===== src/rtl/flp_vshift_pipe_pkg.sv =====
// Shared definitions for the variable-amount FP shifter pipeline.
// Holds the shift-direction encodings used by the RTL and its bench,
// the default geometry, and the stage-group helper.
package flp_vshift_pipe_pkg;

  // Direction encodings (0 = left/pad-zero, 1 = right/jam)
  localparam logic FLP_SH_LEFT  = 1'b0;
  localparam logic FLP_SH_RIGHT = 1'b1;

  localparam int unsigned FLP_WIDTH_DEF  = 32;
  localparam int unsigned FLP_SHW_DEF    = 6;
  localparam int unsigned FLP_STAGES_DEF = 2;
  localparam int unsigned FLP_TAGW_DEF   = 4;

  // Shift-amount bits decoded per pipeline stage
  function automatic int unsigned flp_group(input int unsigned shw, input int unsigned stages);
    return shw / stages;
  endfunction

endpackage


===== src/rtl/flp_vshift_stage.sv =====
// One pipeline stage of the variable shifter.
// Applies amount bits [(K+1)*G-1:K*G] (weighted by 2^(K*G)) to the incoming
// operand, left with zero pad or right with jam, and registers the result.
// Ports:
//   clk, nrst          clock, async active-low reset
//   load               this stage may capture (its ready in the chain)
//   prev_*             fields presented by the previous stage / block input
//   valid, data, shamt, dir, sticky, tag   registered stage contents
module flp_vshift_stage
  import flp_vshift_pipe_pkg::*;
#(
  parameter int unsigned WIDTH = 32,
  parameter int unsigned SHW   = 6,
  parameter int unsigned G     = 3,
  parameter int unsigned K     = 0,
  parameter int unsigned TAGW  = 4
) (
  input  logic             clk,
  input  logic             nrst,
  input  logic             load,
  input  logic             prev_valid,
  input  logic [WIDTH-1:0] prev_data,
  input  logic [SHW-1:0]   prev_shamt,
  input  logic             prev_dir,
  input  logic             prev_sticky,
  input  logic [TAGW-1:0]  prev_tag,
  output logic             valid,
  output logic [WIDTH-1:0] data,
  output logic [SHW-1:0]   shamt,
  output logic             dir,
  output logic             sticky,
  output logic [TAGW-1:0]  tag
);

  localparam int unsigned    LO   = K * G;
  localparam logic [WIDTH-1:0] ONES = '1;

  logic [G-1:0]     field;
  logic [SHW-1:0]   amt;
  logic             oversize;
  logic [WIDTH-1:0] nxt_data;
  logic             lost;

  // Partial amount owned by this stage
  assign field    = prev_shamt[LO+G-1:LO];
  assign amt      = SHW'(field) << LO;
  assign oversize = (32'(amt) >= WIDTH);

  // Partial shift; right shifts fold the discarded bits into the LSB
  always_comb begin
    nxt_data = prev_data;
    lost     = 1'b0;
    if (prev_dir == FLP_SH_RIGHT) begin
      if (oversize) begin
        lost     = |prev_data;
        nxt_data = {{(WIDTH-1){1'b0}}, lost};
      end else begin
        lost        = |(prev_data & ~(ONES << amt));
        nxt_data    = prev_data >> amt;
        nxt_data[0] = nxt_data[0] | lost;
      end
    end else begin
      if (oversize) begin
        lost     = |prev_data;
        nxt_data = '0;
      end else begin
        lost     = |(prev_data & ~(ONES >> amt));
        nxt_data = prev_data << amt;
      end
    end
  end

  // Stage register; holds every field while stalled
  always_ff @(posedge clk or negedge nrst) begin
    if (!nrst) begin
      valid  <= 1'b0;
      data   <= '0;
      shamt  <= '0;
      dir    <= 1'b0;
      sticky <= 1'b0;
      tag    <= '0;
    end else if (load) begin
      valid <= prev_valid;
      if (prev_valid) begin
        data   <= nxt_data;
        shamt  <= prev_shamt;
        dir    <= prev_dir;
        sticky <= prev_sticky | lost;
        tag    <= prev_tag;
      end
    end
  end

endmodule


===== src/rtl/flp_vshift_pipe.sv =====
// Pipelined variable-amount shifter (left/pad-zero or right/jam) with
// valid/ready flow control and a sideband tag.
// Ports:
//   clk, nrst                       clock, async active-low reset
//   i_valid/o_ready                 upstream handshake (o_ready combinational)
//   i_data, i_shamt, i_dir, i_tag   transaction fields, sampled on accept
//   o_valid/i_ready                 downstream handshake
//   o_data, o_sticky, o_tag         registered result
module flp_vshift_pipe
  import flp_vshift_pipe_pkg::*;
#(
  parameter int unsigned WIDTH  = FLP_WIDTH_DEF,
  parameter int unsigned SHW    = FLP_SHW_DEF,
  parameter int unsigned STAGES = FLP_STAGES_DEF,
  parameter int unsigned TAGW   = FLP_TAGW_DEF
) (
  input  logic             clk,
  input  logic             nrst,
  input  logic             i_valid,
  output logic             o_ready,
  input  logic [WIDTH-1:0] i_data,
  input  logic [SHW-1:0]   i_shamt,
  input  logic             i_dir,
  input  logic [TAGW-1:0]  i_tag,
  output logic             o_valid,
  input  logic             i_ready,
  output logic [WIDTH-1:0] o_data,
  output logic             o_sticky,
  output logic [TAGW-1:0]  o_tag
);

  localparam int unsigned G = flp_group(SHW, STAGES);

  if ((SHW % STAGES) != 0) begin : g_bad_split
    $error("flp_vshift_pipe: SHW must be a multiple of STAGES");
  end
  if (WIDTH < 4) begin : g_bad_width
    $error("flp_vshift_pipe: WIDTH must be at least 4");
  end

  // Index 0 is the block input, index k+1 the register of stage k
  logic [STAGES:0] v;
  logic [STAGES:0] dr;
  logic [STAGES:0] st;
  logic [WIDTH-1:0] dat [STAGES+1];
  logic [SHW-1:0]   sh  [STAGES+1];
  logic [TAGW-1:0]  tg  [STAGES+1];
  logic [STAGES-1:0] rdy;
  logic acc;
  logic unused_tail;

  assign v[0]   = i_valid;
  assign dat[0] = i_data;
  assign sh[0]  = i_shamt;
  assign dr[0]  = i_dir;
  assign st[0]  = 1'b0;
  assign tg[0]  = i_tag;

  // Ready chain: a stage can load when empty or when its successor can
  always_comb begin
    acc = i_ready;
    rdy = '0;
    for (int k = int'(STAGES) - 1; k >= 0; k--) begin
      acc    = ~v[k+1] | acc;
      rdy[k] = acc;
    end
  end

  for (genvar k = 0; k < STAGES; k++) begin : g_stage
    flp_vshift_stage #(
      .WIDTH (WIDTH),
      .SHW   (SHW),
      .G     (G),
      .K     (k),
      .TAGW  (TAGW)
    ) u_stage (
      .clk         (clk),
      .nrst        (nrst),
      .load        (rdy[k]),
      .prev_valid  (v[k]),
      .prev_data   (dat[k]),
      .prev_shamt  (sh[k]),
      .prev_dir    (dr[k]),
      .prev_sticky (st[k]),
      .prev_tag    (tg[k]),
      .valid       (v[k+1]),
      .data        (dat[k+1]),
      .shamt       (sh[k+1]),
      .dir         (dr[k+1]),
      .sticky      (st[k+1]),
      .tag         (tg[k+1])
    );
  end

  // Amount and direction are not needed past the last stage
  assign unused_tail = ^{sh[STAGES], dr[STAGES]};

  assign o_ready  = rdy[0];
  assign o_valid  = v[STAGES];
  assign o_data   = dat[STAGES];
  assign o_sticky = st[STAGES];
  assign o_tag    = tg[STAGES];

endmodule


===== config.mk =====
export PLATFORM = sky130hd
export DESIGN_NAME = flp_vshift_pipe
export DESIGN_NICKNAME = d
export VERILOG_FILES = /design/src/rtl/flp_vshift_pipe_pkg.sv /design/src/rtl/flp_vshift_stage.sv /design/src/rtl/flp_vshift_pipe.sv
export SDC_FILE = /design/constraint.sdc
export NUM_CORES = 1
export LEC_CHECK = 0
export ABC_CLOCK_PERIOD_IN_PS = 1500
export CAP_MARGIN = 20
export CORE_ASPECT_RATIO = 0.75
export CORE_UTILIZATION = 34
export CTS_CLUSTER_SIZE = 14
export DETAILED_ROUTE_END_ITERATION = 7
export GPL_ROUTABILITY_DRIVEN = 0
export GPL_TIMING_DRIVEN = 0
export PLACE_DENSITY = 0.62
export RECOVER_POWER = 25
export SLEW_MARGIN = 20
export SYNTH_ARGS = -nofsm -noshare
export SYNTH_HDL_FRONTEND = slang
export SYNTH_SLANG_ARGS = --single-unit

===== constraint.sdc =====
create_clock -name clk -period 1.5 [get_ports clk]
set_clock_uncertainty 0.05 [all_clocks]
set_input_delay 0.3 -clock clk [delete_from_list [all_inputs] [get_ports clk]]
set_output_delay 0.3 -clock clk [all_outputs]
set_load 0.01 [all_outputs]

* Yosys cells after proc, flatten, opt, wreduce, memory -nomap -nowiden *
Index checks and enable logic that the tools add are counted.

cells by class
  order comparisons = 2
  shifts and indexed selects = 8
  mux-type cells = 12
  bitwise gates (word level) = 15
  reduce and logical (&&, ||, !) cells = 8

operator list
  cell                                                  count
  two-way mux 32 bit                                    6
  OR reduction 32 bit                                   6
  bitwise AND 32 bit                                    4
  NOT 32 bit                                            4
  left shift 32 x 3 -> 32 bit                           1
  left shift 32 x 3 -> 32 bit (first input constant)    1
  left shift 32 x 6 -> 32 bit                           1
  left shift 32 x 6 -> 32 bit (first input constant)    1
  >> shifter 32 x 3 -> 32 bit                           1
  >> shifter 32 x 3 -> 32 bit (first input constant)    1
  >> shifter 32 x 6 -> 32 bit                           1
  >> shifter 32 x 6 -> 32 bit (first input constant)    1
  >= comparator 3 x 6 -> 1 bit (second input constant)  1
  >= comparator 6 bit (second input constant)           1
  two-way mux 1 bit                                     6
  bitwise OR 1 bit                                      5
  AND reduction 2 bit                                   2
  NOT 1 bit                                             2

word-level totals
  bits in registers = 83
  output and inout port bits = 39
  logic and storage cells = 55

* Logic depth before layout (Yosys ltp) *
Gate-level depths: netlist of run 1.

  depth after elaboration = 7
  gate-level depth with buffers = 8

* Cells and area by module *
A second synthesis of run 1 with hierarchy kept.

unflattened totals
  cells, all modules = 794
  area total of the unflattened synthesis = 7345.8 µm²

modules (own cells, without submodules)
  module                                  instances  cells each  area an instance (µm²)
  flp_vshift_stage at g_stage[0].u_stage  1          495         4536.9
  flp_vshift_stage at g_stage[1].u_stage  1          296         2791.4
  flp_vshift_pipe                         1          3           17.5

* Worst setup path after synthesis of run 1 *
Ideal clock, no wire load.

  kind = input-to-reg
  start = input i_shamt[0]
  end = register g_stage[0].u_stage.data[13]
  arrival = 1.684 ns
  data required time = 1.325 ns
  path slack = -0.359 ns
  stages on the path = 6
  buffers on the path = 2
  cell sequence = buf_6 > buf_2 > mux4_2 > and2_1 > o32ai_1 > nor2_1

between the ends
  cells in the longest elaborated chain, start to end = 3
  elaborated cells between the ends (all ways) = 6
  classes of those cells = order compare: 1; shift: 2; mux: 3

ends and longest elaborated chain
  item                                                        line                                            RTL
  start, declared                                             flp_vshift_pipe.sv:22                           input logic [SHW-1:0] i_shamt,
  >= comparator 3 x 6 -> 1 bit, or another cell as far along  flp_vshift_stage.sv:47                          assign oversize = (32'(amt) >= WIDTH);
  two-way mux 32 bit (on tied branches)                       flp_vshift_stage.sv:63, flp_vshift_stage.sv:54
  two-way mux 32 bit *                                        flp_vshift_stage.sv:53                          if (prev_dir == FLP_SH_RIGHT) begin
  end signal, assigned                                        flp_vshift_stage.sv:85                          data <= nxt_data;
  end, declared                                               flp_vshift_stage.sv:28                          output logic [WIDTH-1:0] data,

Every way passes the cells marked *; elsewhere a longest branch is shown, timed or not.
A chain may end at the register's enable or synchronous reset.

* Worst setup path in the final report of run 1 *
  start = register g_stage[0].u_stage.shamt[3]
  end = register g_stage[1].u_stage.data[31]

between the ends
  cells in the longest elaborated chain, start to end = 3
  elaborated cells between the ends (all ways) = 6
  classes of those cells = order compare: 1; shift: 2; mux: 3

ends and longest elaborated chain
  item                                                       line                                            RTL
  start, declared                                            flp_vshift_stage.sv:29                          output logic [SHW-1:0] shamt,
  start signal, assigned                                     flp_vshift_stage.sv:86                          shamt <= prev_shamt;
  left shift 32 x 6 -> 32 bit, or another cell as far along  flp_vshift_stage.sv:68                          nxt_data = prev_data << amt;
  two-way mux 32 bit (on tied branches)                      flp_vshift_stage.sv:63, flp_vshift_stage.sv:54
  two-way mux 32 bit *                                       flp_vshift_stage.sv:53
  end signal, assigned                                       flp_vshift_stage.sv:85
  end, declared                                              flp_vshift_stage.sv:28

Marked as above.

==> results.sh, run 1 <==
export IMPL_grt_usage=0.247
export IMPL_clock_sinks=80
export IMPL_end_kind="register"
export IMPL_fmax_ghz=0.582
export IMPL_status="complete, but fails checks"
export IMPL_cts_buffers=9
export IMPL_pwr_share_seq=0.324
export IMPL_vias=6951
export IMPL_postLayoutCoreUtil=0.538
export IMPL_whs_ps=382
export IMPL_clkPwrFrac=0.211
export IMPL_synthToLayoutAreaGrowth_pct=53.0
export IMPL_die_y_microns=123
export IMPL_peakVddDrop_mv=0.636
export IMPL_boundaryPins=86
export IMPL_yosysWarnings=0
export IMPL_cp_max_fo=7
export IMPL_worstPathCellList="clkbuf_16, mux2_2, a22o_1, a22oi_2, o21ai_0"
export IMPL_cp_start_kind="register"
export IMPL_hold_class="input port to register"
export IMPL_clock_path_buffers=2
export IMPL_total_leakage_power_nw=4.21
export IMPL_maxCapViolCount=0
export IMPL_grt_max_degree=42
export IMPL_rows=43
export IMPL_slew_violations=0
export IMPL_rrSetupSlack_ps=-220
export IMPL_p_sw_mw=3.71
export IMPL_viasPerCell=6.30
export IMPL_setup_viol=39
export IMPL_drc=0
export IMPL_clk_pin_slew_ps=60
export IMPL_synth_edff_count=0
export IMPL_violations="negative setup slack"
export IMPL_period_share=1.15
export IMPL_synthTopCellsByCount="nand2_1, dfrtp_1, mux4_2"
export IMPL_initial_core_util=0.352
export IMPL_synth_most_common_cell="nand2_1"
export IMPL_grt_overflow=0
export IMPL_synth_area_sq_mm=0.00660
export IMPL_synth_nets=709
export IMPL_synthDistinctLibCells=53
export IMPL_grt_pass1_vias=6332
export IMPL_cts_root_buf="clkbuf_16"
export IMPL_core_sq_mm=0.0188
export IMPL_wire_per_inst_microns=23.1
export IMPL_final_net_count=898
export IMPL_period_minus_slack_ps=1720
export IMPL_worst_path_largest_cell_delay_ps=500
export IMPL_hold_violations=0
export IMPL_drtIter0Drc=980
export IMPL_grt_pass1_wl_microns=37400
export IMPL_yosys_area_top_type="dfrtp_1"
export IMPL_port_buffers=83
export IMPL_use_met3=0.0541
export IMPL_grt_antenna_before_repair=1
export IMPL_async_flop_share=1.00
export IMPL_cts_tree="yes"
export IMPL_yosys_most_used_dff="dfrtp_1"
export IMPL_switching_share=0.371
export IMPL_rsz0062_at_grt="yes"
export IMPL_slew_headroom=0.502
export IMPL_die_x_microns=163
export IMPL_worstSetupPathType="register to register"
export IMPL_netlist_area_leader_share=0.303
export IMPL_grtUsageMet1=0.358
export IMPL_drive_gt1_frac=0.521
export IMPL_fin_ws_ps=-218
export IMPL_num_antenna_cells=0
export IMPL_antenna_left=0
export IMPL_ctsHtreeMaxLevel=3
export IMPL_p_int_mw=6.29
export IMPL_yosys_register_bits=80
export IMPL_required_ps=1670
export IMPL_cp_slowest_cell="dfrtp_2"
export IMPL_avgSynthCellArea_sq_um=9.98
export IMPL_busiest_layer="met2"
export IMPL_wirelength_microns=25500
export IMPL_syn_inst=662
export IMPL_arrival_ps=1880
export IMPL_grtUsageMet2=0.359
export IMPL_synthTopCellsByArea="dfrtp_1, mux4_2, nand2_1"
export IMPL_dp_hpwl_microns=16600
export IMPL_drtPass1Iterations=5
export IMPL_ys_seq_area_frac=0.303
export IMPL_p_per_area_mw_per_mm2=989
export IMPL_die_area_sq_mm=0.0200
export IMPL_combPwrFrac=0.465
export IMPL_tightest_slew_ps=747
export IMPL_clock_latency_ps=350
cells in the final DEF (no fill, tap or decap), types with 20 or more instances in the layout:
cell and n:
buf_4 105, nand2_1 89, mux4_2 62, dfrtp_1 60, o21ai_1 31, buf_2 24
dlygate4sd2_1 23, buf_6 22, mux2i_1 20, dfrtp_2 20
area by class of cell:
cell class / instances / area (sq um)
fill: 1558 / 8670
inverter: 8 / 42.5
tap: 247 / 309
multi-input combinational: 483 / 4850
timing repair buffer: 181 / 1690
buffer: 88 / 905
clock inverter: 5 / 41.3
sequential: 80 / 2030
clock buffer: 11 / 243
worst max-delay path: cells and delay by family (launching register included):
family | cells | cell delay, ps
flops | 1 | 500
buf+inv | 1 | 210
mux | 1 | 350
compound gates | 3 | 480
repair_timing:
item / in CTS / in global routing
setup endpoints to repair: 117 / 101
hold buffers: 1 / 0
pin swaps: 27 / 60
cloned: 6 / 6
setup buffers: 30 / 54
resized for setup: 340 / 205
hold endpoints to repair: 40 / 0
path summary, 6_finish.rpt:
path	to	depth (start not counted)	startpoint
min in group asynchronous	g_stage[1].u_stage.valid$_DFFE_PN0P_	2	nrst
setup / recovery	g_stage[1].u_stage.data[31]$_DFFE_PN0P_	5	g_stage[0].u_stage.shamt[3]$_DFFE_PN0P_
hold / removal	g_stage[1].u_stage.valid$_DFFE_PN0P_	3	i_ready
hold reg to reg	g_stage[1].u_stage.data[31]$_DFFE_PN0P_	2	g_stage[1].u_stage.data[31]$_DFFE_PN0P_
setup reg to reg	g_stage[1].u_stage.data[31]$_DFFE_PN0P_	5	g_stage[0].u_stage.shamt[3]$_DFFE_PN0P_
max in group asynchronous	g_stage[0].u_stage.data[17]$_DFFE_PN0P_	3	nrst
sequential cells by signal, summed over array words and instances (netlist names):
| name | cells |
|---|---|
| g_stage.u_stage.shamt | 3 |
| g_stage.u_stage.valid | 2 |
| g_stage.u_stage.dir | 1 |
| g_stage.u_stage.tag | 8 |
| g_stage.u_stage.sticky | 2 |
| g_stage.u_stage.data | 64 |
metal layers:
metal  vias up  routed length [microns]  share of wire
li1       2907                        -              -
met1      3369                    10300           0.40
met2       558                    11100           0.43
met3       117                     2960           0.12
met4         0                     1190          0.047
met5         -                        0              0
cell families (layout without fill, tap and decap cells):
kind of cell,after synthesis,in the layout,synth area share
simple gates,198,198,0.138
compound gates,178,178,0.189
mux,107,107,0.287
buf+inv,99,293,0.0828
flops,80,80,0.303
power by group through the flow:
stage	logic (mW)	registers, mW	clock network (mW)
after CTS	3.81	3.15	2.14
after floorplan	2.17	2.92	0
after detailed placement	3.40	3.12	0
after global placement	3.37	3.12	0
after global routing	4.92	3.27	2.23
final	4.65	3.23	2.11
metrics by stage:
stage                     setup slack, ps  area, sq um  power, mW  cells  setup TNS, ps
after floorplan                      -262         6670       5.09    662          -6040
after global placement              -2740         7810       6.49    992        -283470
after detailed placement             -986         7830       6.52    993         -65680
after CTS                            -170         9060       9.10   1044          -2010
after global routing                 -244        10100       10.4   1103          -4910
final                                -218        10100       10.0   1103          -3330
Power figures use the tool's default switching activity.
==> run 2, diff against run 1 <==
CORE_ASPECT_RATIO = 0.7   (was 0.75)
==> run 2 against run 1 <==
  * The flow still finishes with violations (negative setup slack)
  * Highest routed layer unchanged
  * Global-route usage grew 1.1 points
  * Routed wire length is 4.5% higher
  * Maximum frequency shrank 0.50%
  * Critical path type unchanged
  * Worst hold slack worse by 5.6 ps
  * Sequential cell count unchanged
  * Critical endpoint is now g_stage[1].u_stage.sticky$_DFFE_PN0P_
  * Register-to-register slack is essentially flat
  * First-iteration DRC count increased by 24%
==> results.sh, run 2 (synthesized netlist as in run 1, its figures left out) <==
export IMPL_multiInputGateArea_sq_mm=0.00499
export IMPL_cp_slowest_cell="dfrtp_1"
export IMPL_maxCapViolCount=0
export IMPL_fill_cells=1538
export IMPL_arrival_ps=1890
export IMPL_final_common_cell="buf_4"
export IMPL_grtUsageMet2=0.365
export IMPL_boundaryPins=86
export IMPL_grt_usage=0.258
export IMPL_die_y_microns=119
export IMPL_placed_cell_area_sq_mm=0.00785
export IMPL_p_sw_mw=3.93
export IMPL_tightest_slew_ps=759
export IMPL_reg_largest_list="g_stage.u_stage.data (64), g_stage.u_stage.tag (8), g_stage.u_stage.shamt (3)"
export IMPL_hold_class="input port to register"
export IMPL_fmax_ghz=0.579
export IMPL_slew_violations=0
export IMPL_viasPerCell=6.27
export IMPL_clock_latency_ps=350
export IMPL_status="complete, but fails checks"
export IMPL_cp_start_kind="register"
export IMPL_regArea_sq_mm=0.00203
export IMPL_vias=7061
export IMPL_largest_register_ffs=64
export IMPL_rows=42
export IMPL_period_minus_slack_ps=1730
export IMPL_path_delay_family="simple AND/OR/NAND/NOR gates"
export IMPL_end_kind="register"
export IMPL_clock_path_buffers=2
export IMPL_cts_buffers=9
export IMPL_required_ps=1670
export IMPL_dp_hpwl_microns=16900
export IMPL_total_leakage_power_nw=4.34
export IMPL_initial_core_util=0.348
export IMPL_grt_overflow=0
export IMPL_grtUsageMet1=0.381
export IMPL_drc=0
export IMPL_wire_per_inst_microns=23.7
export IMPL_num_antenna_cells=0
export IMPL_setup_viol=59
export IMPL_cp_max_fo=5
export IMPL_drtPass1Iterations=5
export IMPL_fin_ws_ps=-226
export IMPL_die_x_microns=169
export IMPL_peakVddDrop_mv=0.654
export IMPL_mostFrequentLayoutCells="buf_4, nand2_1, mux4_2"
export IMPL_cts_tree="yes"
export IMPL_wirelength_microns=26600
export IMPL_clock_sinks=80
export IMPL_cts_root_buf="clkbuf_16"
export IMPL_grt_pass1_wl_microns=39100
export IMPL_p_int_mw=6.46
export IMPL_drive_gt1_frac=0.552
export IMPL_violations="negative setup slack"
export IMPL_core_sq_mm=0.0190
export IMPL_synthToLayoutAreaGrowth_pct=58.8
export IMPL_postLayoutCoreUtil=0.553
export IMPL_worstSetupPathType="register to register"
export IMPL_switching_share=0.378
export IMPL_hold_violations=0
export IMPL_worst_path_largest_cell_delay_ps=510
export IMPL_path_buf_inv=0
export IMPL_use_met3=0.0656
export IMPL_combPwrFrac=0.484
export IMPL_slew_headroom=0.494
export IMPL_worstPathCellList="nor4_1, nand4_1, o21ai_0, a41oi_1"
export IMPL_p_per_area_mw_per_mm2=991
export IMPL_port_buffers=83
export IMPL_busiest_layer="met1"
export IMPL_clk_pin_slew_ps=60
export IMPL_antenna_left=0
export IMPL_period_share=1.15
export IMPL_regMostFlops="g_stage.u_stage.data"
export IMPL_rsz0062_at_grt="yes"
export IMPL_final_net_count=904
export IMPL_ctsHtreeMaxLevel=3
export IMPL_grt_max_degree=43
export IMPL_drtIter0Drc=1217
export IMPL_stdcell_area_sq_mm=0.0105
export IMPL_clkPwrFrac=0.206
export IMPL_die_area_sq_mm=0.0200
export IMPL_grt_pass1_vias=6381
export IMPL_pwr_share_seq=0.310
export IMPL_finalPower_mw=10.4
export IMPL_grt_antenna_before_repair=0
run 2: cell types whose count changed in the layout (fill, tap and decap cells not counted), moves of 6 or more:
cell and change:
buf_2 -11, clkbuf_8 +6, clkdlybuf4s15_2 +10, mux2_2 -6, mux2_4 +6, nand2_1 -8, nand2_2 +8, o21ai_0 -10
o21ai_1 +7, o2bb2ai_1 -7
run 2: final timing paths:
check / start / to / slack (ps) / cells after the start
max: g_stage[0].u_stage.data[26]$_DFFE_PN0P_ / g_stage[1].u_stage.sticky$_DFFE_PN0P_ / -230 / 4
max in group asynchronous: nrst / g_stage[0].u_stage.data[12]$_DFFE_PN0P_ / 280 / 3
min reg2reg: g_stage[0].u_stage.tag[0]$_DFFE_PN0P_ / g_stage[0].u_stage.tag[0]$_DFFE_PN0P_ / 430 / 2
min: i_ready / g_stage[1].u_stage.valid$_DFFE_PN0P_ / 380 / 3
min in group asynchronous: nrst / g_stage[1].u_stage.valid$_DFFE_PN0P_ / 470 / 2
max reg2reg: g_stage[0].u_stage.data[26]$_DFFE_PN0P_ / g_stage[1].u_stage.sticky$_DFFE_PN0P_ / -230 / 4
run 2: cell type report:
type	count	area share
buffer	88	0.0915
clock buffer	9	0.0215
clock inverter	7	0.00561
inverter	8	0.00310
multi-input combinational	483	0.476
sequential	80	0.193
tap	264	0.0315
timing repair buffer	187	0.178
run 2: power groups by stage:
stage / sequential (mW) / combinational [mW] / clock, mW
2_1_floorplan: 2.92 / 2.17 / 0
6_report: 3.22 / 5.03 / 2.14
3_5_place_dp: 3.11 / 3.41 / 0
3_3_place_gp: 3.11 / 3.38 / 0
4_1_cts: 3.15 / 4.21 / 2.16
5_1_grt: 3.25 / 5.29 / 2.25
run 2: per-layer routing:
metal / wire length [microns] / share of wire
met5: 0 / 0
met4: 1010 / 0.038
met3: 3300 / 0.12
met2: 11300 / 0.43
met1: 11000 / 0.41
run 2: stage by stage:
step | std cells | hold WS (ps) | setup WS [ps] | TNS, ps
final | 1126 | 377 | -226 | -4290
after global routing | 1126 | 403 | -297 | -7250
after CTS | 1086 | 366 | -150 | -2720
after detailed placement | 1010 | 276 | -1050 | -68120
after global placement | 1009 | 410 | -2740 | -285220
after floorplan | 662 | -45.6 | -262 | -6040
run 2: worst register-to-register path, cell delays in order, from the launching register on:
cell and delay, ps:
dfrtp_1 510, nor4_1 450, nand4_1 230, o21ai_0 230
a41oi_1 130
run 2: what timing repair did:
action                                  CTS  global route
gates cloned                             10             5
hold buffers                              1             0
resized for setup                       409           161
endpoints found under the hold margin    41             0
endpoints found under the setup margin  117            97
pin swaps                                57            65
buffers inserted                         51            37
==> run 3, diff against run 2 <==
ABC_CLOCK_PERIOD_IN_PS = 1900   (was 1500)
PLACE_DENSITY = 0.6   (was 0.62)
clock period = 1.9 ns   (was 1.5 ns; I/O delays follow)
==> run 3 against run 2 <==
  * The run now ends clean
  * Final cell count decreased by 9.0%
  * Critical path depth increased by 1
  * Design area decreased by 21%
  * Clock-buffer cell count increased by 2
  * Worst setup slack improved by 280 ps
  * Via count decreased by 12%
  * Sequential share of layout area increased by 4.8 points
  * Global-route usage decreased by 2.3 points
  * Core utilization decreased by 12 points
  * Sequential cell count unchanged
  * Sequential power decreased by 21%
  * Non-clock buffer count decreased by 101
==> results.sh, run 3 (synthesized netlist as in run 1, its figures left out) <==
export IMPL_status="complete, no violations"
export IMPL_clock_latency_ps=340
export IMPL_grt_usage=0.235
export IMPL_core_sq_mm=0.0190
export IMPL_drive_gt1_frac=0.273
export IMPL_synthToLayoutAreaGrowth_pct=25.6
export IMPL_final_net_count=803
export IMPL_tightest_slew_ps=1030
export IMPL_drtIter0Drc=856
export IMPL_cts_buffers=9
export IMPL_placed_cell_area_sq_mm=0.00777
export IMPL_vias=6217
export IMPL_end_kind="register"
export IMPL_hp_start="g_stage[0].u_stage.tag[0]$_DFFE_PN0P_"
export IMPL_total_leakage_power_nw=3.34
export IMPL_maxCapViolCount=0
export IMPL_cp_start_kind="input port"
export IMPL_stdcell_area_sq_mm=0.00830
export IMPL_tns_ps=0
export IMPL_reg_largest_list="g_stage.u_stage.data (64), g_stage.u_stage.tag (8), g_stage.u_stage.shamt (3)"
export IMPL_grt_antenna_before_repair=0
export IMPL_timing_rr_start="g_stage[0].u_stage.shamt[5]$_DFFE_PN0P_"
export IMPL_layout_cells_non_filler=1025
export IMPL_hold_violations=0
export IMPL_arrival_ps=2040
export IMPL_ff2ff_path_depth=4
export IMPL_period_share=0.972
export IMPL_ctsHtreeMaxLevel=3
export IMPL_clock_sinks=80
export IMPL_required_ps=2100
export IMPL_num_antenna_cells=0
export IMPL_fin_ws_ps=52.3
export IMPL_hold_class="register to register"
export IMPL_die_x_microns=169
export IMPL_grt_max_degree=42
export IMPL_clock_path_buffers=2
export IMPL_initial_core_util=0.348
export IMPL_worstSetupPathType="input port to register"
export IMPL_wl_met2_microns=9300
export IMPL_grt_overflow=0
export IMPL_drc=0
export IMPL_fmax_ghz=0.541
export IMPL_port_buffers=83
export IMPL_regMostFlops="g_stage.u_stage.data"
export IMPL_wl_met1_microns=10300
export IMPL_dp_hpwl_microns=17200
export IMPL_peakVddDrop_mv=0.503
export IMPL_cts_root_buf="clkbuf_16"
export IMPL_place_ws_ps=-945
export IMPL_boundaryPins=86
export IMPL_dr_max_layer_used="met4"
export IMPL_wire_per_inst_microns=22.1
export IMPL_rows=42
export IMPL_met3RoutedLength_microns=2660
export IMPL_wirelength_microns=22700
export IMPL_slew_violations=0
export IMPL_grt_pass1_wl_microns=35700
export IMPL_antenna_left=0
export IMPL_cp_startpoint="i_dir"
export IMPL_whs_path_depth=2
export IMPL_fill_cells=1827
export IMPL_rrSetupSlack_ps=50
export IMPL_p_per_area_mw_per_mm2=857
export IMPL_grt_pass1_vias=6001
export IMPL_cts_tree="yes"
export IMPL_viasPerCell=6.07
export IMPL_placed_cells=1010
export IMPL_cp_max_fo=10
export IMPL_mostFrequentLayoutCells="nand2_1, dfrtp_1, mux4_2"
export IMPL_clk_pin_slew_ps=60
export IMPL_final_common_cell="nand2_1"
export IMPL_slew_headroom=0.310
export IMPL_drtPass1Iterations=5
export IMPL_period_minus_slack_ps=1850
export IMPL_die_area_sq_mm=0.0200
export IMPL_largest_register_ffs=64
export IMPL_setup_viol=0
export IMPL_die_y_microns=119
[run 3: critical path, cell delays in order]
cell             delay (ps)
clkdlybuf4s50_1         540
clkbuf_1                510
nand2_1                 160
and3_1                  250
o21ai_0                 190
[run 3: stage by stage]
step                      hold WS [ps]  utilization  total power [mW]
after global routing               461        0.437              7.46
after floorplan                   34.4            -              3.97
after CTS                          419        0.431              7.01
after detailed placement           345        0.410              5.12
after global placement             409        0.409              5.10
final                              419        0.437              7.11
[run 3: path summary, 6_finish.rpt]
| check | end |
|---|---|
| worst max-delay path | g_stage[0].u_stage.data[1]$_DFFE_PN0P_ |
| min in group asynchronous | g_stage[0].u_stage.data[0]$_DFFE_PN0P_ |
| max in group asynchronous | g_stage[1].u_stage.data[18]$_DFFE_PN0P_ |
| worst max register to register | g_stage[1].u_stage.data[4]$_DFFE_PN0P_ |
| worst min-delay path | g_stage[0].u_stage.tag[0]$_DFFE_PN0P_ |
| worst min register to register | g_stage[0].u_stage.tag[0]$_DFFE_PN0P_ |
[run 3: layout make-up]
cell class | instances | area (sq um) | area share
Sequential cell | 80 | 2000 | 0.242
Clock inverter | 5 | 81.3 | 0.00980
Buffer | 88 | 591 | 0.0712
Clock buffer | 11 | 233 | 0.0281
Multi-Input combinational cell | 483 | 4210 | 0.507
Inverter | 8 | 30.0 | 0.00362
Tap cell | 264 | 330 | 0.0398
Timing Repair Buffer | 86 | 821 | 0.0989
[run 3: power breakdown]
group	leakage (nW)	internal [mW]	total (mW)	switching (mW)
Clock	0.150	1.15	1.85	0.697
Sequential	0.995	2.04	2.54	0.504
Combinational	2.20	1.43	2.72	1.29
[run 3: what timing repair did]
item / 4_1_cts / 5_1_grt
buffers inserted: 1 / 0
gates cloned: 0 / 0
hold endpoints to repair: 15 / 0
pin swaps: 0 / 1
hold buffers: 1 / 0
resized for setup: 82 / 49
setup endpoints to repair: 78 / 59
[run 3: per-layer routing]
| metal | up-vias | GRT usage |
|---|---|---|
| met4 | 0 | 0.0528 |
| met5 | - | 0 |
| met3 | 35 | 0.0740 |
| met1 | 3059 | 0.353 |
| li1 | 2712 | - |
| met2 | 411 | 0.324 |
